**config.mk**
```make
export PLATFORM = sky130hd
export DESIGN_NAME = pattern_round_ctrl
export DESIGN_NICKNAME = d
export VERILOG_FILES = /design/src/rtl/pattern_round_ctrl.sv
export SDC_FILE = /design/constraint.sdc
export NUM_CORES = 1
export LEC_CHECK = 0
export CORE_UTILIZATION = 40
export CTS_BUF_LIST = sky130_fd_sc_hd__clkbuf_4
export CTS_CLUSTER_DIAMETER = 50
export DETAILED_ROUTE_END_ITERATION = 8
export PLACE_DENSITY = 0.85
export SYNTH_ARGS = -nofsm -noshare
export SYNTH_HDL_FRONTEND = slang
export SYNTH_SLANG_ARGS = --single-unit
```
**constraint.sdc**
```tcl
create_clock -name clk_i -period 1.9 [get_ports clk_i]
set_input_delay 0.38 -clock clk_i [delete_from_list [all_inputs] [get_ports clk_i]]
set_output_delay 0.38 -clock clk_i [all_outputs]
set_load 0.01 [all_outputs]
```
**src/rtl/pattern_round_ctrl.sv**
```systemverilog
// Round sequencer for the LED pattern-memory game: shows the target, collects a guess,
// drives the lock/unlock comparator handshake and tracks level, lives and game status.
module pattern_round_ctrl #(
  parameter int unsigned SHOW_CYCLES  = 8,
  parameter int unsigned INPUT_CYCLES = 32,
  parameter int unsigned MAX_LIVES    = 3,
  parameter int unsigned LEVELS       = 16
) (
  input  logic        clk_i,
  input  logic        rst_ni,
  input  logic        start_i,
  input  logic        btn_valid_i,
  input  logic [15:0] btn_pattern_i,
  output logic [3:0]  pat_addr_o,
  input  logic [15:0] pat_data_i,
  output logic        cmp_enable_o,
  output logic [15:0] cmp_amp_o,
  output logic [15:0] cmp_bmp_o,
  input  logic        cmp_is_equal_i,
  output logic [15:0] led_o,
  output logic [3:0]  level_o,
  output logic [1:0]  lives_o,
  output logic        busy_o,
  output logic        result_valid_o,
  output logic        result_pass_o,
  output logic        game_won_o,
  output logic        game_over_o
);

  localparam logic [3:0] StIdle   = 4'd0;
  localparam logic [3:0] StFetch  = 4'd1;
  localparam logic [3:0] StShow   = 4'd2;
  localparam logic [3:0] StWaitIn = 4'd3;
  localparam logic [3:0] StCmp1   = 4'd4;
  localparam logic [3:0] StGap    = 4'd5;
  localparam logic [3:0] StCmp2   = 4'd6;
  localparam logic [3:0] StCapt   = 4'd7;
  localparam logic [3:0] StJudge  = 4'd8;
  localparam logic [3:0] StWin    = 4'd9;
  localparam logic [3:0] StOver   = 4'd10;

  localparam int unsigned CntMax = (SHOW_CYCLES > INPUT_CYCLES) ? SHOW_CYCLES : INPUT_CYCLES;
  localparam int unsigned CntW   = $clog2(CntMax + 1);

  logic [3:0]      state_q, state_d;
  logic [3:0]      level_q, level_d;
  logic [1:0]      lives_q, lives_d;
  logic [15:0]     target_q, target_d;
  logic [15:0]     guess_q, guess_d;
  logic [CntW-1:0] cnt_q, cnt_d;
  logic            pass_q, pass_d;
  logic            result_pass_q, result_pass_d;

  always_comb begin
    state_d       = state_q;
    level_d       = level_q;
    lives_d       = lives_q;
    target_d      = target_q;
    guess_d       = guess_q;
    cnt_d         = cnt_q;
    pass_d        = pass_q;
    result_pass_d = result_pass_q;
    case (state_q)
      StIdle, StWin, StOver: begin
        if (start_i) begin
          level_d       = 4'd0;
          lives_d       = 2'(MAX_LIVES);
          result_pass_d = 1'b0;
          cnt_d         = '0;
          state_d       = StFetch;
        end
      end
      StFetch: begin
        target_d = pat_data_i;
        cnt_d    = '0;
        state_d  = StShow;
      end
      StShow: begin
        if (cnt_q == CntW'(SHOW_CYCLES - 1)) begin
          cnt_d   = '0;
          state_d = StWaitIn;
        end else begin
          cnt_d = cnt_q + CntW'(1);
        end
      end
      StWaitIn: begin
        // A strobe on the expiry cycle still counts: the guess takes priority.
        if (btn_valid_i) begin
          guess_d = btn_pattern_i;
          cnt_d   = '0;
          state_d = StCmp1;
        end else if (cnt_q == CntW'(INPUT_CYCLES)) begin
          pass_d  = 1'b0;
          cnt_d   = '0;
          state_d = StJudge;
        end else begin
          cnt_d = cnt_q + CntW'(1);
        end
      end
      StCmp1: state_d = StGap;
      StGap:  state_d = StCmp2;
      StCmp2: state_d = StCapt;
      StCapt: begin
        pass_d  = cmp_is_equal_i;
        state_d = StJudge;
      end
      StJudge: begin
        result_pass_d = pass_q;
        if (pass_q) begin
          if (level_q == 4'(LEVELS - 1)) begin
            state_d = StWin;
          end else begin
            level_d = level_q + 4'd1;
            state_d = StFetch;
          end
        end else if (lives_q <= 2'd1) begin
          lives_d = 2'd0;
          state_d = StOver;
        end else begin
          lives_d = lives_q - 2'd1;
          state_d = StFetch;
        end
      end
      default: state_d = StIdle;
    endcase
  end

  always_ff @(posedge clk_i or negedge rst_ni) begin
    if (!rst_ni) begin
      state_q       <= StIdle;
      level_q       <= 4'd0;
      lives_q       <= 2'(MAX_LIVES);
      target_q      <= 16'd0;
      guess_q       <= 16'd0;
      cnt_q         <= '0;
      pass_q        <= 1'b0;
      result_pass_q <= 1'b0;
    end else begin
      state_q       <= state_d;
      level_q       <= level_d;
      lives_q       <= lives_d;
      target_q      <= target_d;
      guess_q       <= guess_d;
      cnt_q         <= cnt_d;
      pass_q        <= pass_d;
      result_pass_q <= result_pass_d;
    end
  end

  // Outputs decode straight from state so an async reset clears them (and unlocks the
  // comparator) in the same cycle.
  always_comb begin
    pat_addr_o     = level_q;
    level_o        = level_q;
    lives_o        = lives_q;
    cmp_amp_o      = target_q;
    cmp_bmp_o      = guess_q;
    cmp_enable_o   = (state_q == StCmp1) || (state_q == StCmp2);
    led_o          = (state_q == StShow) ? target_q : 16'd0;
    busy_o         = !((state_q == StIdle) || (state_q == StWin) || (state_q == StOver));
    result_valid_o = (state_q == StJudge);
    result_pass_o  = (state_q == StJudge) ? pass_q : result_pass_q;
    game_won_o     = (state_q == StWin);
    game_over_o    = (state_q == StOver);
  end

endmodule

```
==> results of run 1 <==
-- what timing repair did --
| action | CTS | global route |
|---|---|---|
| hold endpoints to repair | 22 | 0 |
| pin swaps | 7 | 16 |
| endpoints found under the setup margin | 26 | 42 |
| cloned | 1 | 0 |
| hold buffers | 1 | 0 |
| gates resized for setup | 115 | 52 |
| setup buffers | 14 | 4 |
-- placed cells by master (no fill, tap or decap), drive strengths merged, types with 3 or more instances in the layout --
cell	n
dfrtp	48
clkdlybuf4s50	76
nand2b	4
clkbuf	5
nand2	13
o21ai	14
nor2	9
nor3b	4
ha	3
and2	17
buf	71
mux2	35
nand3	8
inv	10
and3	3
-- state kept, by name (all words and copies together), names as in the netlist --
signal         flops
cmp_amp_o         16
cmp_bmp_o         16
cnt_q              6
level_o            4
state_q            4
lives_o            2
pass_q             1
result_pass_q      1
-- cell type report --
class	instances	area, µm²
clock buffers	5	37.5
well taps	75	93.8
fillers	436	1790
flip-flops and latches	50	1250
multi-input cells	146	1250
inverters	9	41.3
clock inverters	3	28.8
repair buffers	149	1460
-- worst max-delay path, cell delays in order (launching register included) --
cell	delay (ps)
sky130_fd_sc_hd__dfrtp_1	440
sky130_fd_sc_hd__buf_6	130
sky130_fd_sc_hd__or4b_4	570
sky130_fd_sc_hd__o21ai_2	150
sky130_fd_sc_hd__buf_2	150
-- worst paths after layout --
kind                                           start                        end  slack [ps]  depth (start not counted)
max                           state_q[0]$_DFFE_PN0P_              result_pass_o        -290                          4
min                                           rst_ni       cnt_q[3]$_DFFE_PN0P_         530                          2
max reg2reg                   state_q[0]$_DFFE_PN0P_     level_o[0]$_DFFE_PN0P_        -110                          8
min reg2reg                cmp_bmp_o[10]$_DFFE_PN0P_  cmp_bmp_o[10]$_DFFE_PN0P_         530                          1
max in group asynchronous                     rst_ni   cmp_amp_o[3]$_DFFE_PN0P_         810                          3
min in group clk_i         cmp_bmp_o[10]$_DFFE_PN0P_  cmp_bmp_o[10]$_DFFE_PN0P_         530                          1
-- where the power goes --
| group | switching (mW) | leakage (nW) | internal, mW |
|---|---|---|---|
| Sequential | 0.317 | 0.611 | 1.53 |
| Clock | 0.389 | 0.0377 | 0.162 |
| Combinational | 1.59 | 1.18 | 2.38 |
-- per-layer routing --
layer / track usage [%] / routed length (µm)
met5: 0 / 0
met4: 8.57 / 95
met2: 37.9 / 3570
met1: 24.0 / 2590
met3: 6.52 / 449
-- metrics by stage --
stage / instance area [µm²] / cells / hold slack (ps) / power [mW]
after global placement: 3750 / 412 / 422 / 5.03
after CTS: 3950 / 436 / 531 / 5.93
after floorplan: 2480 / 220 / 84.4 / 3.37
after detailed placement: 3750 / 412 / 427 / 5.16
after global routing: 4160 / 437 / 538 / 6.74
final: 4160 / 437 / 526 / 6.36
-- cell families after synthesis --
family                     after synthesis
AOI/OAI and AO/OA                       34
muxes                                   36
xor gates and xnor gates                 2
buffers and inverters                   24
and+or+nand+nor                         71
adders and majority gates                3
DFF                                     50
==> run metrics, run 1 <==
cell types occupying the most area after synthesis sky130_fd_sc_hd__dfrtp_1 (48%), sky130_fd_sc_hd__mux2_2 (16%), sky130_fd_sc_hd__and2_1 (4.3%); critical path class flip-flop to output pin; dominant combinational cell family by area after synthesis simple AND/OR/NAND/NOR gates; Vert. Die Dim ~81 µm; Synth Area in Compound Gates around 9.2%; type of destination of the critical path output pin; Power Density between 1500 and 2000 nW/µm²; Total GRT Usage 21.4%; CP max FO 4; count of port buffers added during placement 100; DP Wirelength 4620 µm; wire length of the first global-routing pass 10400 µm; vias in the first global route 2308; total number of yosys warnings 0; number of nets in the finished design between 400 and 500; xor-xnor portion of the synthesized cell area 0.706%; I/O pin count just over 100; drt first pass iters 6; maximum number of pins on one net before global-route repair 27; number of clock sinks seen by CTS 50; highest attainable clock frequency between 400 and 500 MHz; share of synthesized flip-flops with an asynchronous set or reset between 90% and 100%; Tightest Hold Check Type input port to asynchronous set/reset pin; # setup viols final 24; insertion delay to the later sink of the worst-skew pair 380 ps; antenna diode instance count 0; Post-Place Setup Slack -193 ps; number of unique standard cell types used by synthesis 50; unrepaired setup endpoints after global routing yes; Avg Vias per Cell slightly above 5; Synth Flop Type sky130_fd_sc_hd__dfrtp_1; drt initial violations 56; number of slew-limit violations in the final report 0; endpoint arrival time on the critical path 1810 ps; starting density of the core 41.7%; area inside the core boundary roughly 6000 µm²; worst slew pin tran approximately 630 ps; share of cell area taken by muxes after synthesis roughly 16%; post-synthesis cell type with the largest combined area sky130_fd_sc_hd__dfrtp_1; top-area cell type share of the netlist area between 40% and 50%; total via count after detailed routing between 2000 and 2500; maximum resistive drop on vdd 0.765 mV; remaining antenna violation count 0; status complete, but fails checks; violated checks setup timing; Overflow after GRT 0; syn nets 260; final cycle utilization of the critical path 115%; H-tree levels 2; Simple-Gate Fraction of Synth Area ~17%; adder-cell share of the synthesized area approximately 1.5%; required time reported for the critical path endpoint roughly 1500 ps; width of the die ~81 µm; clock root cell sky130_fd_sc_hd__clkbuf_4; final hold violation count 0; Layout Area Growth over Synthesis 67.7%; minimum clock period after layout approximately 2200 ps; sequential area share after synthesis slightly above 50%; P_leak 1.83 nW; count of flip-flops with a built-in enable after synthesis 0; die outline area between 6000 and 7000 µm²; drc violations 0; post-route setup TNS -3620 ps; final core utilization 69.9%; clock tree from TritonCTS built; post-CTS clock slew at the launch and capture registers of the worst setup and hold paths around 170 ps; synthesized flop and latch total 50; Max Cap Violations 0; Avg Cell Area, Syn 11.3 µm²; Worst Skew roughly 19 ps; list of most frequent post-synthesis cells sky130_fd_sc_hd__dfrtp_1 (48), sky130_fd_sc_hd__mux2_2 (35), sky130_fd_sc_hd__and2_1 (17); Worst slew margin between 50% and 60%; cell area after synthesis around 2500 µm²; Routed WL ~6700 µm; antenna violations before repair 0; top-count cell post-synth sky130_fd_sc_hd__dfrtp_1; number of clock buffers inserted by TritonCTS 5; kind of start point of the critical path flip-flop; instance count of the mapped netlist 220; floorplan row count 28; last weighted congestion value of the routability-driven placer roughly 0.84; layout cells sized above 1 between 40 and 50%; drt wl/cell roughly 15 µm; worst-case clock buffer depth 2; Worst Slack Setup Final -289 ps
Power figures use the tool's default switching activity.
==> run 2, diff against run 1 <==
--- a/config.mk
+++ b/config.mk
@@ -5,10 +5,12 @@
 export SDC_FILE = /design/constraint.sdc
 export NUM_CORES = 1
 export LEC_CHECK = 0
+export CAP_MARGIN = 20
 export CORE_UTILIZATION = 40
 export CTS_BUF_LIST = sky130_fd_sc_hd__clkbuf_4
 export CTS_CLUSTER_DIAMETER = 50
 export DETAILED_ROUTE_END_ITERATION = 8
+export GPL_TIMING_DRIVEN = 0
 export PLACE_DENSITY = 0.85
 export SYNTH_ARGS = -nofsm -noshare
 export SYNTH_HDL_FRONTEND = slang
==> run metrics, run 2 (synthesis gave the netlist of run 1 again) <==
Avg Vias per Cell 5.05 (was 5.16); required time reported for the critical path endpoint 1520 ps (about the same); Max Cap Violations 0 (unchanged); highest attainable clock frequency 468 MHz (was 457 MHz); # placed instances 396 (was 412); drt first pass iters 4 (was 6); Overflow after GRT 0 (unchanged); Power Density 1510 nW/µm² (was 1530 nW/µm²); routing usage on met2 34.6% (was 37.9%); # setup viols final 21 (was 24); met1 usage 22.3% (was 24.0%); layout cells sized above 1 40.3% (was 43.1%); drt wl/cell 15.1 µm (was 15.3 µm); critical path class flip-flop to output pin (unchanged); overall power 6.06 mW (was 6.36 mW); clock tree from TritonCTS built (unchanged); CP max FO 5 (was 4); width of the die 80.8 µm (unchanged); area of all placed cells without fillers 4020 µm² (was 4160 µm²); vias in the first global route 1994 (was 2308); Vert. Die Dim 80.8 µm (unchanged); maximum number of pins on one net before global-route repair 33 (was 27); final core utilization 67.5% (was 69.9%); remaining antenna violation count 0 (unchanged); non-filler cells in the finished layout 425 (was 437); maximum resistive drop on vdd 0.880 mV (was 0.765 mV); worst-case clock buffer depth 2 (unchanged); final cycle utilization of the critical path 112% (was 115%); wire length of the first global-routing pass 9500 µm (was 10400 µm); Worst Slack Setup Final -235 ps (was -289 ps); total via count after detailed routing 2145 (was 2254); last weighted congestion value of the routability-driven placer 0.862 (was 0.839); DP Wirelength 4460 µm (was 4620 µm); post-route setup TNS -3080 ps (was -3620 ps); area of all sequential standard cells 1260 µm² (was 1250 µm²); unrepaired setup endpoints after global routing yes (unchanged); antenna diode instance count 0 (unchanged); type of destination of the critical path output pin (unchanged); endpoint arrival time on the critical path 1760 ps (was 1810 ps); Routed WL 6410 µm (was 6700 µm); fill cell instance count of the final layout 457 (was 436); Total GRT Usage 19.2% (was 21.4%); number of clock sinks seen by CTS 50 (unchanged); most common library cell in the layout ignoring fill and taps sky130_fd_sc_hd__clkdlybuf4s50_1 (unchanged); drc violations 0 (unchanged); P_leak 1.75 nW (was 1.83 nW); clock root cell sky130_fd_sc_hd__clkbuf_4 (unchanged); Worst slew margin 69.9% (was 58.2%); violated checks setup timing (unchanged); count of port buffers added during placement 100 (unchanged); drt initial violations 62 (was 56); post-CTS clock slew at the launch and capture registers of the worst setup and hold paths 150 ps (was 170 ps); Layout Area Growth over Synthesis 62.0% (was 67.7%); status complete, but fails checks (unchanged); number of slew-limit violations in the final report 0 (unchanged); minimum clock period after layout 2140 ps (was 2190 ps); die outline area 6520 µm² (unchanged); Tightest Hold Check Type input port to asynchronous set/reset pin (unchanged); floorplan row count 28 (unchanged); commonest cells after routing, fill and taps aside sky130_fd_sc_hd__clkdlybuf4s50_1 (76), sky130_fd_sc_hd__dfrtp_1 (42), sky130_fd_sc_hd__mux2_2 (34) (was sky130_fd_sc_hd__clkdlybuf4s50_1 (76), sky130_fd_sc_hd__dfrtp_1 (48), sky130_fd_sc_hd__mux2_2 (34)); H-tree levels 2 (unchanged); I/O pin count 101 (unchanged); Worst Hold Slack 469 ps (was 526 ps); gr busiest metal met2 (unchanged); post-place instance area 3590 µm² (was 3750 µm²); insertion delay to the later sink of the worst-skew pair 370 ps (was 380 ps); number of clock buffers inserted by TritonCTS 5 (unchanged); area inside the core boundary 5960 µm² (unchanged); Post-Place Setup Slack -701 ps (was -193 ps); final hold violation count 0 (unchanged); Worst Skew 18.4 ps (was 18.8 ps); kind of start point of the critical path flip-flop (unchanged); starting density of the core 41.7% (unchanged); total area of multi-input combinational cells 1230 µm² (was 1250 µm²); worst slew pin tran 452 ps (was 627 ps); antenna violations before repair 0 (unchanged); number of nets in the finished design 389 (was 401); met3 Usage GRT 4.38% (was 6.52%)
==> run 2: cell types whose count changed in the layout (fill, tap and decap cells not counted), sizes merged <==
cell	change
buf	-16
bufinv	+1
inv	-1
clkbuf	+4
==> run 2: worst paths after layout <==
kind	startpoint	endpoint	slack, ps	cells past startpoint
min in group clk_i	cmp_bmp_o[7]$_DFFE_PN0P_	cmp_bmp_o[7]$_DFFE_PN0P_	530	1
max in group asynchronous	rst_ni	lives_o[0]$_DFFE_PN1P_	850	3
max reg2reg	state_q[3]$_DFFE_PN0P_	level_o[0]$_DFFE_PN0P_	-70	8
min	rst_ni	cmp_amp_o[2]$_DFFE_PN0P_	470	2
max	state_q[3]$_DFFE_PN0P_	result_pass_o	-240	4
min reg2reg	cmp_bmp_o[7]$_DFFE_PN0P_	cmp_bmp_o[7]$_DFFE_PN0P_	530	1
==> run 2: routing by layer <==
| metal | vias up | share of wire, % |
|---|---|---|
| met5 | - | 0 |
| met3 | 8 | 5.7 |
| met1 | 1035 | 40 |
| met4 | 0 | 1.2 |
| li1 | 1033 | - |
| met2 | 69 | 54 |
==> run 2: area by class of cell <==
type                            instances  share of cell area, %
Multi-Input combinational cell        146                   30.5
Tap cell                               75                   2.33
Buffer                                 12                   2.52
Timing Repair Buffer                  125                   30.1
Inverter                                9                   1.21
Sequential cell                        50                   31.4
Clock inverter                          3                   1.06
Clock buffer                            5                  0.933
==> run 2: worst max-delay path, stage by stage (launching register included) <==
cell	delay (ps)
sky130_fd_sc_hd__dfrtp_2	470
sky130_fd_sc_hd__buf_6	120
sky130_fd_sc_hd__or4b_4	500
sky130_fd_sc_hd__o21ai_2	150
sky130_fd_sc_hd__buf_2	140
==> run 2: where the power goes <==
part           internal, mW  switching, mW  total [mW]
sequential             1.53          0.338        1.87
clock                 0.278          0.345       0.623
combinational          2.11           1.45        3.57
==> run 2: timing repair <==
item                                   4_1_cts  5_1_grt
resized for setup                           68       93
hold buffers                                 1        0
pin swaps                                    6        5
endpoints found under the hold margin       18        0
cloned                                       0        1
setup endpoints to repair                   45       54
buffers inserted                            12       10
